File: src/rtl/pipelined_carry_skip_adder.sv
// Two-stage pipelined carry-skip adder (WIDTH/BLK ripple blocks, each with a skip mux).
// Define CSA_OVERFLOW_EN to add the registered signed-overflow output ovf.
module pipelined_carry_skip_adder #(
    parameter int  WIDTH = 16,
    parameter int  BLK   = 4,
    localparam int NB    = WIDTH / BLK,
    localparam int SKW   = $clog2(WIDTH / BLK + 1)
) (
    input  logic             clk,
    input  logic             rst_n,
    input  logic             in_valid,
    output logic             in_ready,
    input  logic [WIDTH-1:0] a,
    input  logic [WIDTH-1:0] b,
    input  logic             cin,
    output logic             out_valid,
    input  logic             out_ready,
    output logic [WIDTH-1:0] sum,
    output logic             cout,
    output logic [SKW-1:0]   skip_hits
`ifdef CSA_OVERFLOW_EN
    ,
    output logic             ovf
`endif
);

    // Handshake: a transfer happens on a rising edge where valid && ready.
    // S1 empties into S2 whenever S2 is empty or its result is being taken,
    // so in_ready may follow out_ready combinationally in the same cycle.
    logic             s1_valid;
    logic [WIDTH-1:0] s1_a;
    logic [WIDTH-1:0] s1_b;
    logic             s1_cin;
    logic             s1_accept;
    logic             s2_load;

    assign s2_load   = s1_valid && (!out_valid || out_ready);
    assign in_ready  = !s1_valid || s2_load;
    assign s1_accept = in_valid && in_ready;

    always_ff @(posedge clk or negedge rst_n) begin
        if (!rst_n) begin
            s1_valid <= 1'b0;
            s1_a     <= '0;
            s1_b     <= '0;
            s1_cin   <= 1'b0;
        end else if (s1_accept) begin
            s1_valid <= 1'b1;
            s1_a     <= a;
            s1_b     <= b;
            s1_cin   <= cin;
        end else if (s2_load) begin
            s1_valid <= 1'b0;
        end
    end

    // Skip chain over the S1 operands.
    logic [WIDTH-1:0] prop;
    logic [WIDTH-1:0] gen;
    logic [NB:0]      blk_c;
    logic [NB-1:0]    blk_p;
    logic [WIDTH-1:0] sum_c;
    logic [SKW-1:0]   hits_c;
    logic             rip;

    assign prop = s1_a ^ s1_b;
    assign gen  = s1_a & s1_b;

    always_comb begin
        blk_c    = '0;
        blk_p    = '0;
        sum_c    = '0;
        hits_c   = '0;
        rip      = 1'b0;
        blk_c[0] = s1_cin;
        for (int k = 0; k < NB; k++) begin
            rip = blk_c[k];
            for (int i = 0; i < BLK; i++) begin
                sum_c[k*BLK+i] = prop[k*BLK+i] ^ rip;
                rip            = gen[k*BLK+i] | (prop[k*BLK+i] & rip);
            end
            // Sum bits always come from the ripple adders; only the carry may skip.
            blk_p[k]     = &prop[k*BLK +: BLK];
            blk_c[k+1]   = blk_p[k] ? blk_c[k] : rip;
            hits_c       = hits_c + SKW'(blk_p[k]);
        end
    end

`ifdef CSA_OVERFLOW_EN
    logic ovf_c;
    assign ovf_c = (s1_a[WIDTH-1] == s1_b[WIDTH-1]) && (sum_c[WIDTH-1] != s1_a[WIDTH-1]);
`endif

    always_ff @(posedge clk or negedge rst_n) begin
        if (!rst_n) begin
            out_valid <= 1'b0;
            sum       <= '0;
            cout      <= 1'b0;
            skip_hits <= '0;
`ifdef CSA_OVERFLOW_EN
            ovf       <= 1'b0;
`endif
        end else if (s2_load) begin
            out_valid <= 1'b1;
            sum       <= sum_c;
            cout      <= blk_c[NB];
            skip_hits <= hits_c;
`ifdef CSA_OVERFLOW_EN
            ovf       <= ovf_c;
`endif
        end else if (out_ready) begin
            out_valid <= 1'b0;
        end
    end

endmodule

File: config.mk
export PLATFORM = sky130hd
export DESIGN_NAME = pipelined_carry_skip_adder
export DESIGN_NICKNAME = d
export VERILOG_FILES = /design/src/rtl/pipelined_carry_skip_adder.sv
export SDC_FILE = /design/constraint.sdc
export NUM_CORES = 1
export LEC_CHECK = 0
export ABC_AREA = 1
export CAP_MARGIN = 10
export CORE_MARGIN = 2
export CORE_UTILIZATION = 55
export CTS_BUF_LIST = sky130_fd_sc_hd__clkbuf_8
export DETAILED_ROUTE_END_ITERATION = 8
export PLACE_DENSITY = 0.91
export SLEW_MARGIN = 20
export SYNTH_ARGS = -nofsm -noshare
export SYNTH_HDL_FRONTEND = slang
export SYNTH_SLANG_ARGS = --single-unit
File: constraint.sdc
create_clock -name clk -period 12 [get_ports clk]
set_input_delay 2.4 -clock clk [delete_from_list [all_inputs] [get_ports clk]]
set_output_delay 2.4 -clock clk [all_outputs]
set_load 0.02 [all_outputs]
==> impl_metrics.env, run 1 <==
export IMPL_maxCapViolCount=0
export IMPL_fill_cells=347
export IMPL_arrival_ps=8080
export IMPL_async_flop_share_pct=100
export IMPL_cts_setup_buffers=0
export IMPL_finalInstanceArea_um2=3470
export IMPL_firstDrtPassIters=4
export IMPL_yosysWarnings=0
export IMPL_cts_htree_levels=2
export IMPL_ys_top_cells_by_area="dfrtp_1 (50%), mux2_2 (18%), fa_1 (12%)"
export IMPL_grt_pass1_wl_um=7670
export IMPL_grt_pass1_vias=1684
export IMPL_cts_tree="yes"
export IMPL_place_area_um2=3370
export IMPL_ant_nets=0
export IMPL_worstMarginPinSlew_ps=675
export IMPL_worstPathMaxFanout=2
export IMPL_viasPerCell=4.97
export IMPL_critical_path_endpoint_type="flip-flop"
export IMPL_hold_violations=0
export IMPL_synth_top_area_share_pct=49.5
export IMPL_dr_total_vias=1614
export IMPL_cts_buffers=5
export IMPL_start_util_pct=58.0
export IMPL_drc=0
export IMPL_std_cell_rows=25
export IMPL_area_delta_synth_final_pct=25.0
export IMPL_gr_total_overflow=0
export IMPL_die_x_um=75.1
export IMPL_grtUsageMet1_pct=23.7
export IMPL_clkPwrFrac_pct=18.1
export IMPL_antenna_cells=0
export IMPL_syn_num_nets=270
export IMPL_cts_root_buf="clkbuf_8"
export IMPL_grt_busiest_layer="met2"
export IMPL_met2_usage_pct=31.0
export IMPL_cts_resized=0
export IMPL_core_area_um2=4790
export IMPL_clk_pin_slew_worst_paths_ps=90
export IMPL_avgSynthCellArea_um2=14.0
export IMPL_drtIter0Drc=59
export IMPL_grtUsageMet3_pct=4.42
export IMPL_worst_setup_path_start_kind="flip-flop"
export IMPL_worstSkewPairLatency_ps=300
export IMPL_ios=59
export IMPL_max_slew_margin_pct=55.0
export IMPL_outcome="completed"
export IMPL_swShare_pct=32.7
export IMPL_p_comb_share_pct=39.3
export IMPL_synth_main_ff_cell="dfrtp_1"
export IMPL_hpwl_um=3390
export IMPL_finalPower_uw=639
export IMPL_antenna_found_initial=0
export IMPL_timing_final_crit_share_pct=65.5
export IMPL_nets=330
export IMPL_worstHoldPathType="flip-flop to flip-flop"
export IMPL_fin_tns_setup_ps=0
export IMPL_ys_ff_latch=55
export IMPL_finClkSkew_ps=8.83
export IMPL_routedWlPerCell_um=14.4
export IMPL_wirelength_um=4680
export IMPL_yosysUniqueCellTypes=18
export IMPL_max_freq_ghz=0.127
export IMPL_period_minus_slack_ps=7860
export IMPL_clk_path_buf_depth=2
export IMPL_drv_slew=0
export IMPL_port_buffers=58
export IMPL_synthCells=198
export IMPL_synth_area_leader_cell="dfrtp_1"
export IMPL_critical_path_class="flip-flop to flip-flop"
export IMPL_p_int_uw=431
export IMPL_grt_start_max_net_pins=56
export IMPL_worst_ep_required_time_ps=12220
export IMPL_leakagePower_uw=0.00155
export IMPL_yosysMostFrequentCell="dfrtp_1"
export IMPL_clock_sinks=55
export IMPL_dieArea_um2=5630
export IMPL_seqPwrFrac_pct=42.6
export IMPL_postCtsHoldBufs=0
export IMPL_place_gp_congestion=0.773
export IMPL_rsz0062_at_grt="no"
export IMPL_seq_area_frac_synth_pct=49.5
export IMPL_synthesis_area_um2=2780
export IMPL_die_h_um=75.1
export IMPL_track_usage_pct=18.5
export IMPL_ir_drop_v=0.000103
export IMPL_multi_input_area_um2=1280
export IMPL_synth_edf_count=0
export IMPL_regArea_um2=1380
export IMPL_switchingPower_uw=209
export IMPL_drive_gt1_share_pct=22.1
export IMPL_synth_commonest_cells="dfrtp_1 (55), mux2_2 (45), ha_1 (18), fa_1 (17), nand2_1 (17)"
export IMPL_powerDensity_nw_per_um2=184
export IMPL_finalSetupViolCount=0
-- cell families (layout without fill, tap and decap cells) --
kind of cell,after synthesis,in the layout,synth area share [%]
adder cells (fa/ha/maj),35,35,20.4
AND/OR/NAND/NOR,34,34,5.59
multiplexers,45,45,18.2
flip-flops,55,55,49.5
AO/OA/AOI/OAI,10,10,1.80
buffers and inverters,19,79,4.46
-- power by group through the flow --
stage	Clock (uW)	Combinational, uW	Sequential (uW)
finish	116	251	272
global route	127	277	279
CTS	119	256	273
detailed placement	0	251	276
global placement	0	243	274
floorplan	0	113	307
-- worst max-delay path, stage by stage, from the launching register on --
cell and delay (ps):
dfrtp_1 390, inv_1 110, fa_1 180, inv_1 60
fa_1 380, fa_1 400, fa_1 360, o21ai_0 140
nand2_1 110, fa_1 390, fa_1 380, fa_1 390
fa_1 380, or2_2 310, and2_1 170, fa_1 410
fa_1 400, fa_1 390, fa_1 360, o21ai_0 110
nand2_1 100, fa_1 420, fa_1 410, fa_1 370
inv_1 80, fa_1 410, o21ai_0 160
-- layer usage --
metal  part of all wire (%)  up-vias
li1                       -      765
met1                     42      804
met2                     52       41
met3                    4.5        4
met4                    1.1        0
met5                      0        -
-- path summary, 6_finish.rpt --
check,from,end,slack (ps),depth (start not counted)
max in group asynchronous,rst_n,sum[4],9340,2
worst max-delay path,s1_a[0],sum[15],4140,26
worst max register to register,s1_a[0],sum[15],4140,26
worst min register to register,sum[0],sum[0],500,2
worst min-delay path,sum[0],sum[0],500,2
min in group asynchronous,rst_n,s1_a[1],2210,2
-- sequential cells by signal, indices dropped and copies added, names as in the netlist --
name,cells
s1_valid,1
sum,16
s1_b,16
out_valid,1
s1_a,16
skip_hits,3
cout,1
s1_cin,1
-- placed cells by master (no fill, tap or decap), types with 5 or more instances in the layout --
cell,n
clkdlybuf4s50_1,57
clkbuf_8,5
ha_1,18
a21oi_1,6
inv_1,14
nor2_1,8
dfrtp_1,55
mux2_2,45
nand2_1,17
fa_1,17
-- final cells by class --
type                       instances  share of cell area (%)
clock buffer                       5                    1.98
tap                               67                    2.41
clock inverter                     2                   0.973
sequential                        55                    39.6
inverter                          13                    1.41
timing repair buffer              59                    16.8
multi-input combinational        124                    36.8
-- metrics by stage --
| step | instances | utilization [%] | hold WS (ps) | setup WS [ps] |
|---|---|---|---|---|
| final | 325 | 72.5 | 498 | 4140 |
| after detailed placement | 318 | 70.4 | 485 | 4250 |
| after global routing | 325 | 72.5 | 533 | 3730 |
| after global placement | 318 | 70.4 | 484 | 4410 |
| after floorplan | 198 | - | 518 | 4670 |
| after CTS | 325 | 72.5 | 505 | 4130 |
No activity file was read; power rests on OpenSTA's default activity.
==> run 2, diff against run 1 <==
--- a/config.mk
+++ b/config.mk
@@ -8,10 +8,10 @@
 export ABC_AREA = 1
 export CAP_MARGIN = 10
 export CORE_MARGIN = 2
-export CORE_UTILIZATION = 55
+export CORE_UTILIZATION = 48
 export CTS_BUF_LIST = sky130_fd_sc_hd__clkbuf_8
 export DETAILED_ROUTE_END_ITERATION = 8
-export PLACE_DENSITY = 0.91
+export PLACE_DENSITY = 0.85
 export SLEW_MARGIN = 20
 export SYNTH_ARGS = -nofsm -noshare
 export SYNTH_HDL_FRONTEND = slang
==> constraint.sdc (replaced) <==
create_clock -name clk -period 6.9 [get_ports clk]
set_input_delay 1.38 -clock clk [delete_from_list [all_inputs] [get_ports clk]]
set_output_delay 1.38 -clock clk [all_outputs]
set_load 0.02 [all_outputs]
==> run 2 against run 1 <==
The run now ends with negative setup slack left; non-clock buffer count is 26 higher; routed wire length is 16% higher; final cell count is 9.8% higher; sequential power is 76% higher; combinational power is 110% higher; first-iteration DRC count is 20% lower; worst setup slack worse by 4300 ps; cell area is 7.1% higher; count of clock-buffer cells in the layout is 2 higher; flip-flop and latch count stayed put.
==> impl_metrics.env, run 2 (same netlist as run 1, synthesis figures left out) <==
export IMPL_period_minus_slack_ps=7070
export IMPL_clock_sinks=55
export IMPL_r2r_end="cout"
export IMPL_finalInstanceArea_um2=3720
export IMPL_hold_slack_ps=513
export IMPL_antenna_cells=0
export IMPL_arrival_ps=7280
export IMPL_antenna_found_initial=0
export IMPL_gr_total_overflow=0
export IMPL_crit_family="adder cells"
export IMPL_port_buffers=58
export IMPL_core_area_um2=5540
export IMPL_critPathSlowestCell="dfrtp_1"
export IMPL_fill_cells=408
export IMPL_ant_nets=0
export IMPL_r2r_start="s1_b[0]"
export IMPL_die_h_um=80.1
export IMPL_cts_root_buf="clkbuf_8"
export IMPL_largest_registers="s1_a (16), s1_b (16), sum (16)"
export IMPL_clk_path_buf_depth=2
export IMPL_final_cell_mix="clkdlybuf4s50_1 (57), dfrtp_1 (55), mux2_2 (45), buf_4 (27), ha_1 (18)"
export IMPL_wirelength_um=5410
export IMPL_drtIter0Drc=47
export IMPL_firstDrtPassIters=2
export IMPL_drv_slew=0
export IMPL_outcome="finished, violations left"
export IMPL_powerDensity_nw_per_um2=323
export IMPL_worstPathMaxFanout=2
export IMPL_area_delta_synth_final_pct=33.9
export IMPL_cpPeakStageDelay_ps=410
export IMPL_cts_htree_levels=2
export IMPL_fin_ws_ps=-175
export IMPL_worst_ep_required_time_ps=7110
export IMPL_ir_drop_v=0.000144
export IMPL_max_slew_margin_pct=54.6
export IMPL_die_x_um=80.1
export IMPL_place_gp_congestion=0.746
export IMPL_drc=0
export IMPL_maxCapViolCount=0
export IMPL_critical_path_endpoint_type="flip-flop"
export IMPL_failed_checks="negative setup slack"
export IMPL_std_cell_rows=27
export IMPL_fin_tns_setup_ps=-298
export IMPL_regToRegSetupSlack_ps=-170
export IMPL_final_common_cell="clkdlybuf4s50_1"
export IMPL_detailedPlace_worstSlack_ps=-307
export IMPL_reg2regPathDepth=39
export IMPL_min_to="sum[10]"
export IMPL_finClkSkew_ps=11.7
export IMPL_min_from="sum[10]"
export IMPL_critical_path_class="flip-flop to flip-flop"
export IMPL_clk_pin_slew_worst_paths_ps=100
export IMPL_hold_violations=0
export IMPL_timing_final_crit_share_pct=103
export IMPL_worstMarginPinSlew_ps=681
export IMPL_leakagePower_uw=0.00166
export IMPL_cts_buffers=5
export IMPL_ios=59
export IMPL_worst_setup_path_start_kind="flip-flop"
export IMPL_grt_pass1_wl_um=9060
export IMPL_critPathBufInv=19
export IMPL_grt_pass1_vias=1971
export IMPL_rsz0062_at_grt="yes"
export IMPL_viasPerCell=4.96
export IMPL_nets=356
export IMPL_grt_start_max_net_pins=56
export IMPL_place_area_um2=3450
export IMPL_path_common_cell="buf_4"
export IMPL_drive_gt1_share_pct=36.8
export IMPL_dr_total_vias=1769
export IMPL_dieArea_um2=6410
export IMPL_max_freq_ghz=0.141
export IMPL_worstHoldPathType="flip-flop to flip-flop"
export IMPL_finalSetupViolCount=2
export IMPL_worstSkewPairLatency_ps=310
export IMPL_cts_tree="yes"
export IMPL_routedWlPerCell_um=15.2
export IMPL_cp_depth=39
export IMPL_min_path_cells=1
export IMPL_hpwl_um=3680
export IMPL_start_util_pct=50.1
export IMPL_track_usage_pct=18.9
==> run 2: worst register-to-register path, delay by kind of cell (launching register included) <==
kind | cells | cell delay, ps
AOI/OAI and AO/OA | 2 | 140
DFF | 1 | 410
buffers and inverters | 19 | 1710
adders and majority gates | 12 | 4030
and+or+nand+nor | 6 | 690
==> run 2: where the power goes <==
part           switching [uW]  total, uW  internal [uW]
clock network             103        193           90.4
logic                     227        531            304
registers                70.0        478            408
==> run 2: metal layers <==
| metal | up-vias | part of all wire [%] | GRT usage [%] |
|---|---|---|---|
| met3 | 16 | 4.0 | 3.93 |
| met4 | 0 | 3.1 | 9.66 |
| met5 | - | 0 | 0 |
| met1 | 896 | 42 | 21.8 |
| met2 | 46 | 51 | 33.0 |
| li1 | 811 | - | - |
==> run 2: through the flow <==
step / util, % / cells / power (uW)
3_5_place_dp: 62.3 / 330 / 945
4_1_cts: 66.8 / 355 / 1200
6_report: 67.1 / 357 / 1200
5_1_grt: 67.1 / 357 / 1280
2_1_floorplan: - / 198 / 737
3_3_place_gp: 62.3 / 330 / 924
==> run 2: worst max-delay path by stage <==
stage                       start      end
after floorplan           s1_a[0]  sum[15]
after global placement    s1_a[0]  sum[15]
after detailed placement  s1_b[0]  sum[15]
after CTS                 s1_b[0]  sum[15]
after global routing      s1_b[0]     cout
final                     s1_b[0]     cout
==> run 2: final cells by class <==
cell class                 instances  area (um2)  share of cell area [%]
clock buffer                       7        96.3                    2.59
clock inverter                     1        3.75                   0.101
inverter                          13        48.8                    1.31
multi-input combinational        124        1330                    35.6
sequential                        55        1380                    37.0
tap                               72        90.1                    2.42
timing repair buffer              85         778                    20.9
==> run 2: repair_timing <==
action	CTS	global route
buffers inserted	17	2
endpoints found under the setup margin	3	3
resized for setup	10	0
hold buffers	0	0
cloned	0	0
pin swaps	1	0
==> run 3, diff against run 2 <==
--- a/config.mk
+++ b/config.mk
@@ -8,10 +8,11 @@
 export ABC_AREA = 1
 export CAP_MARGIN = 10
 export CORE_MARGIN = 2
-export CORE_UTILIZATION = 48
+export CORE_UTILIZATION = 55
 export CTS_BUF_LIST = sky130_fd_sc_hd__clkbuf_8
 export DETAILED_ROUTE_END_ITERATION = 8
-export PLACE_DENSITY = 0.85
+export DONT_BUFFER_PORTS = 1
+export PLACE_DENSITY = 0.79
 export SLEW_MARGIN = 20
 export SYNTH_ARGS = -nofsm -noshare
 export SYNTH_HDL_FRONTEND = slang
==> run 3 against run 2 <==
The run still ends with negative setup slack left; combinational power fell by 35%; core utilization fell by 1.1 points; maximum frequency rose by 0.18%; sequential power rose by 15%; final cell count fell by 17%; die area fell by 12%; highest routed layer unchanged.
==> impl_metrics.env, run 3 (same netlist as run 1, synthesis figures left out) <==
export IMPL_area_delta_synth_final_pct=13.8
export IMPL_worstSkewPairLatency_ps=310
export IMPL_postCtsHoldBufs=0
export IMPL_gr_total_overflow=0
export IMPL_grt_pass1_vias=1838
export IMPL_worst_setup_path_start_kind="flip-flop"
export IMPL_critical_path_endpoint_type="flip-flop"
export IMPL_worstHoldPathType="flip-flop to flip-flop"
export IMPL_critical_path_class="flip-flop to flip-flop"
export IMPL_finalSetupViolCount=2
export IMPL_ir_drop_v=0.000186
export IMPL_dr_total_vias=1580
export IMPL_worstPathMaxFanout=2
export IMPL_failed_checks="negative setup slack"
export IMPL_powerDensity_nw_per_um2=336
export IMPL_final_common_cell="dfrtp_1"
export IMPL_clk_pin_slew_worst_paths_ps=100
export IMPL_finalInstanceArea_um2=3160
export IMPL_grt_start_max_net_pins=56
export IMPL_clk_path_buf_depth=2
export IMPL_finClkSkew_ps=10.1
export IMPL_final_cell_mix="dfrtp_1 (55), mux2_2 (45), buf_4 (31), ha_1 (18), nand2_1 (17)"
export IMPL_start_util_pct=58.0
export IMPL_place_gp_congestion=0.768
export IMPL_arrival_ps=7290
export IMPL_die_x_um=75.1
export IMPL_rsz0062_at_grt="yes"
export IMPL_nets=302
export IMPL_drc=0
export IMPL_std_cell_rows=25
export IMPL_die_h_um=75.1
export IMPL_cts_htree_levels=2
export IMPL_fin_ws_ps=-162
export IMPL_firstDrtPassIters=4
export IMPL_routedWlPerCell_um=18.0
export IMPL_largest_registers="s1_a (16), s1_b (16), sum (16)"
export IMPL_antenna_found_initial=0
export IMPL_hpwl_um=3750
export IMPL_max_slew_margin_pct=61.9
export IMPL_wirelength_um=5370
export IMPL_final_util_pct=66.1
export IMPL_final_cells=298
export IMPL_track_usage_pct=20.7
export IMPL_cts_buffers=5
export IMPL_port_buffers=0
export IMPL_cts_tree="yes"
export IMPL_timing_final_crit_share_pct=102
export IMPL_outcome="finished, violations left"
export IMPL_max_freq_ghz=0.142
export IMPL_leakagePower_uw=0.00145
export IMPL_hold_violations=0
export IMPL_clock_sinks=55
export IMPL_antenna_cells=0
export IMPL_worst_ep_required_time_ps=7130
export IMPL_ios=59
export IMPL_viasPerCell=5.30
export IMPL_drtIter0Drc=83
export IMPL_detailedPlace_worstSlack_ps=-352
export IMPL_drive_gt1_share_pct=48.5
export IMPL_grt_pass1_wl_um=8550
export IMPL_place_area_um2=2890
export IMPL_dieArea_um2=5630
export IMPL_ant_nets=0
export IMPL_period_minus_slack_ps=7060
export IMPL_dpl_cell_count=269
export IMPL_fin_tns_setup_ps=-197
export IMPL_core_area_um2=4790
export IMPL_maxCapViolCount=0
export IMPL_drv_slew=0
export IMPL_worstMarginPinSlew_ps=570
export IMPL_cts_root_buf="clkbuf_8"
## run 3: changes by cell type in the layout (fill, tap and decap cells not counted), sizes merged
cell           before  now
clkdlybuf4s50      57    0
inv                14   15
buf                28   31
clkbuf              7    5
clkinv              0    1
## run 3: final timing paths
check,start,endpoint,slack [ps],depth (start not counted)
max in group asynchronous,rst_n,s1_a[11],6060,0
max,s1_a[0],sum[15],-160,26
min in group asynchronous,rst_n,skip_hits[0],750,0
max reg2reg,s1_a[0],sum[15],-160,26
min,s1_b[1],s1_b[1],600,1
min reg2reg,s1_b[1],s1_b[1],600,1
## run 3: metrics by stage
stage | hold slack [ps] | total power [uW]
global route | 630 | 1130
floorplan | 518 | 737
CTS | 599 | 1060
finish | 597 | 1060
detailed placement | 577 | 824
global placement | 549 | 797
## run 3: power breakdown
part | total (uW) | switching [uW] | internal, uW
Combinational | 344 | 137 | 207
Sequential | 550 | 142 | 408
Clock | 169 | 100 | 68.6
## run 3: area by class of cell
class / instances / area, um2
well taps: 67 / 83.8
clock buffers: 5 / 68.8
clock inverters: 3 / 12.5
flip-flops and latches: 55 / 1380
repair buffers: 31 / 233
multi-input cells: 124 / 1340
fillers: 352 / 1620
inverters: 13 / 48.8
## run 3: what timing repair did
item | CTS | global route
pin swaps | 2 | 3
setup endpoints to repair | 3 | 3
resized for setup | 12 | 3
buffers inserted | 20 | 2
## run 3: critical path, stage by stage (launching register included)
cell,delay [ps]
dfrtp_1,410
inv_2,90
fa_2,210
inv_2,40
fa_2,340
fa_2,350
fa_2,350
o21ai_2,80
nand2_1,100
fa_2,360
fa_2,380
fa_2,360
fa_2,330
or2_4,250
and2_4,160
fa_2,330
fa_2,350
fa_2,360
fa_2,350
o21ai_2,70
nand2_1,80
fa_2,340
fa_2,340
fa_2,340
inv_2,60
fa_2,410
o21ai_1,130
## run 3: layer usage
metal  global-route usage (%)  vias to the layer above  wire length [um]
li1                         -                      706                 -
met1                     22.6                      817              2040
met3                     5.62                        6               288
met5                        0                        -                 0
met2                     39.2                       51              3000
met4                     5.56                        0                49
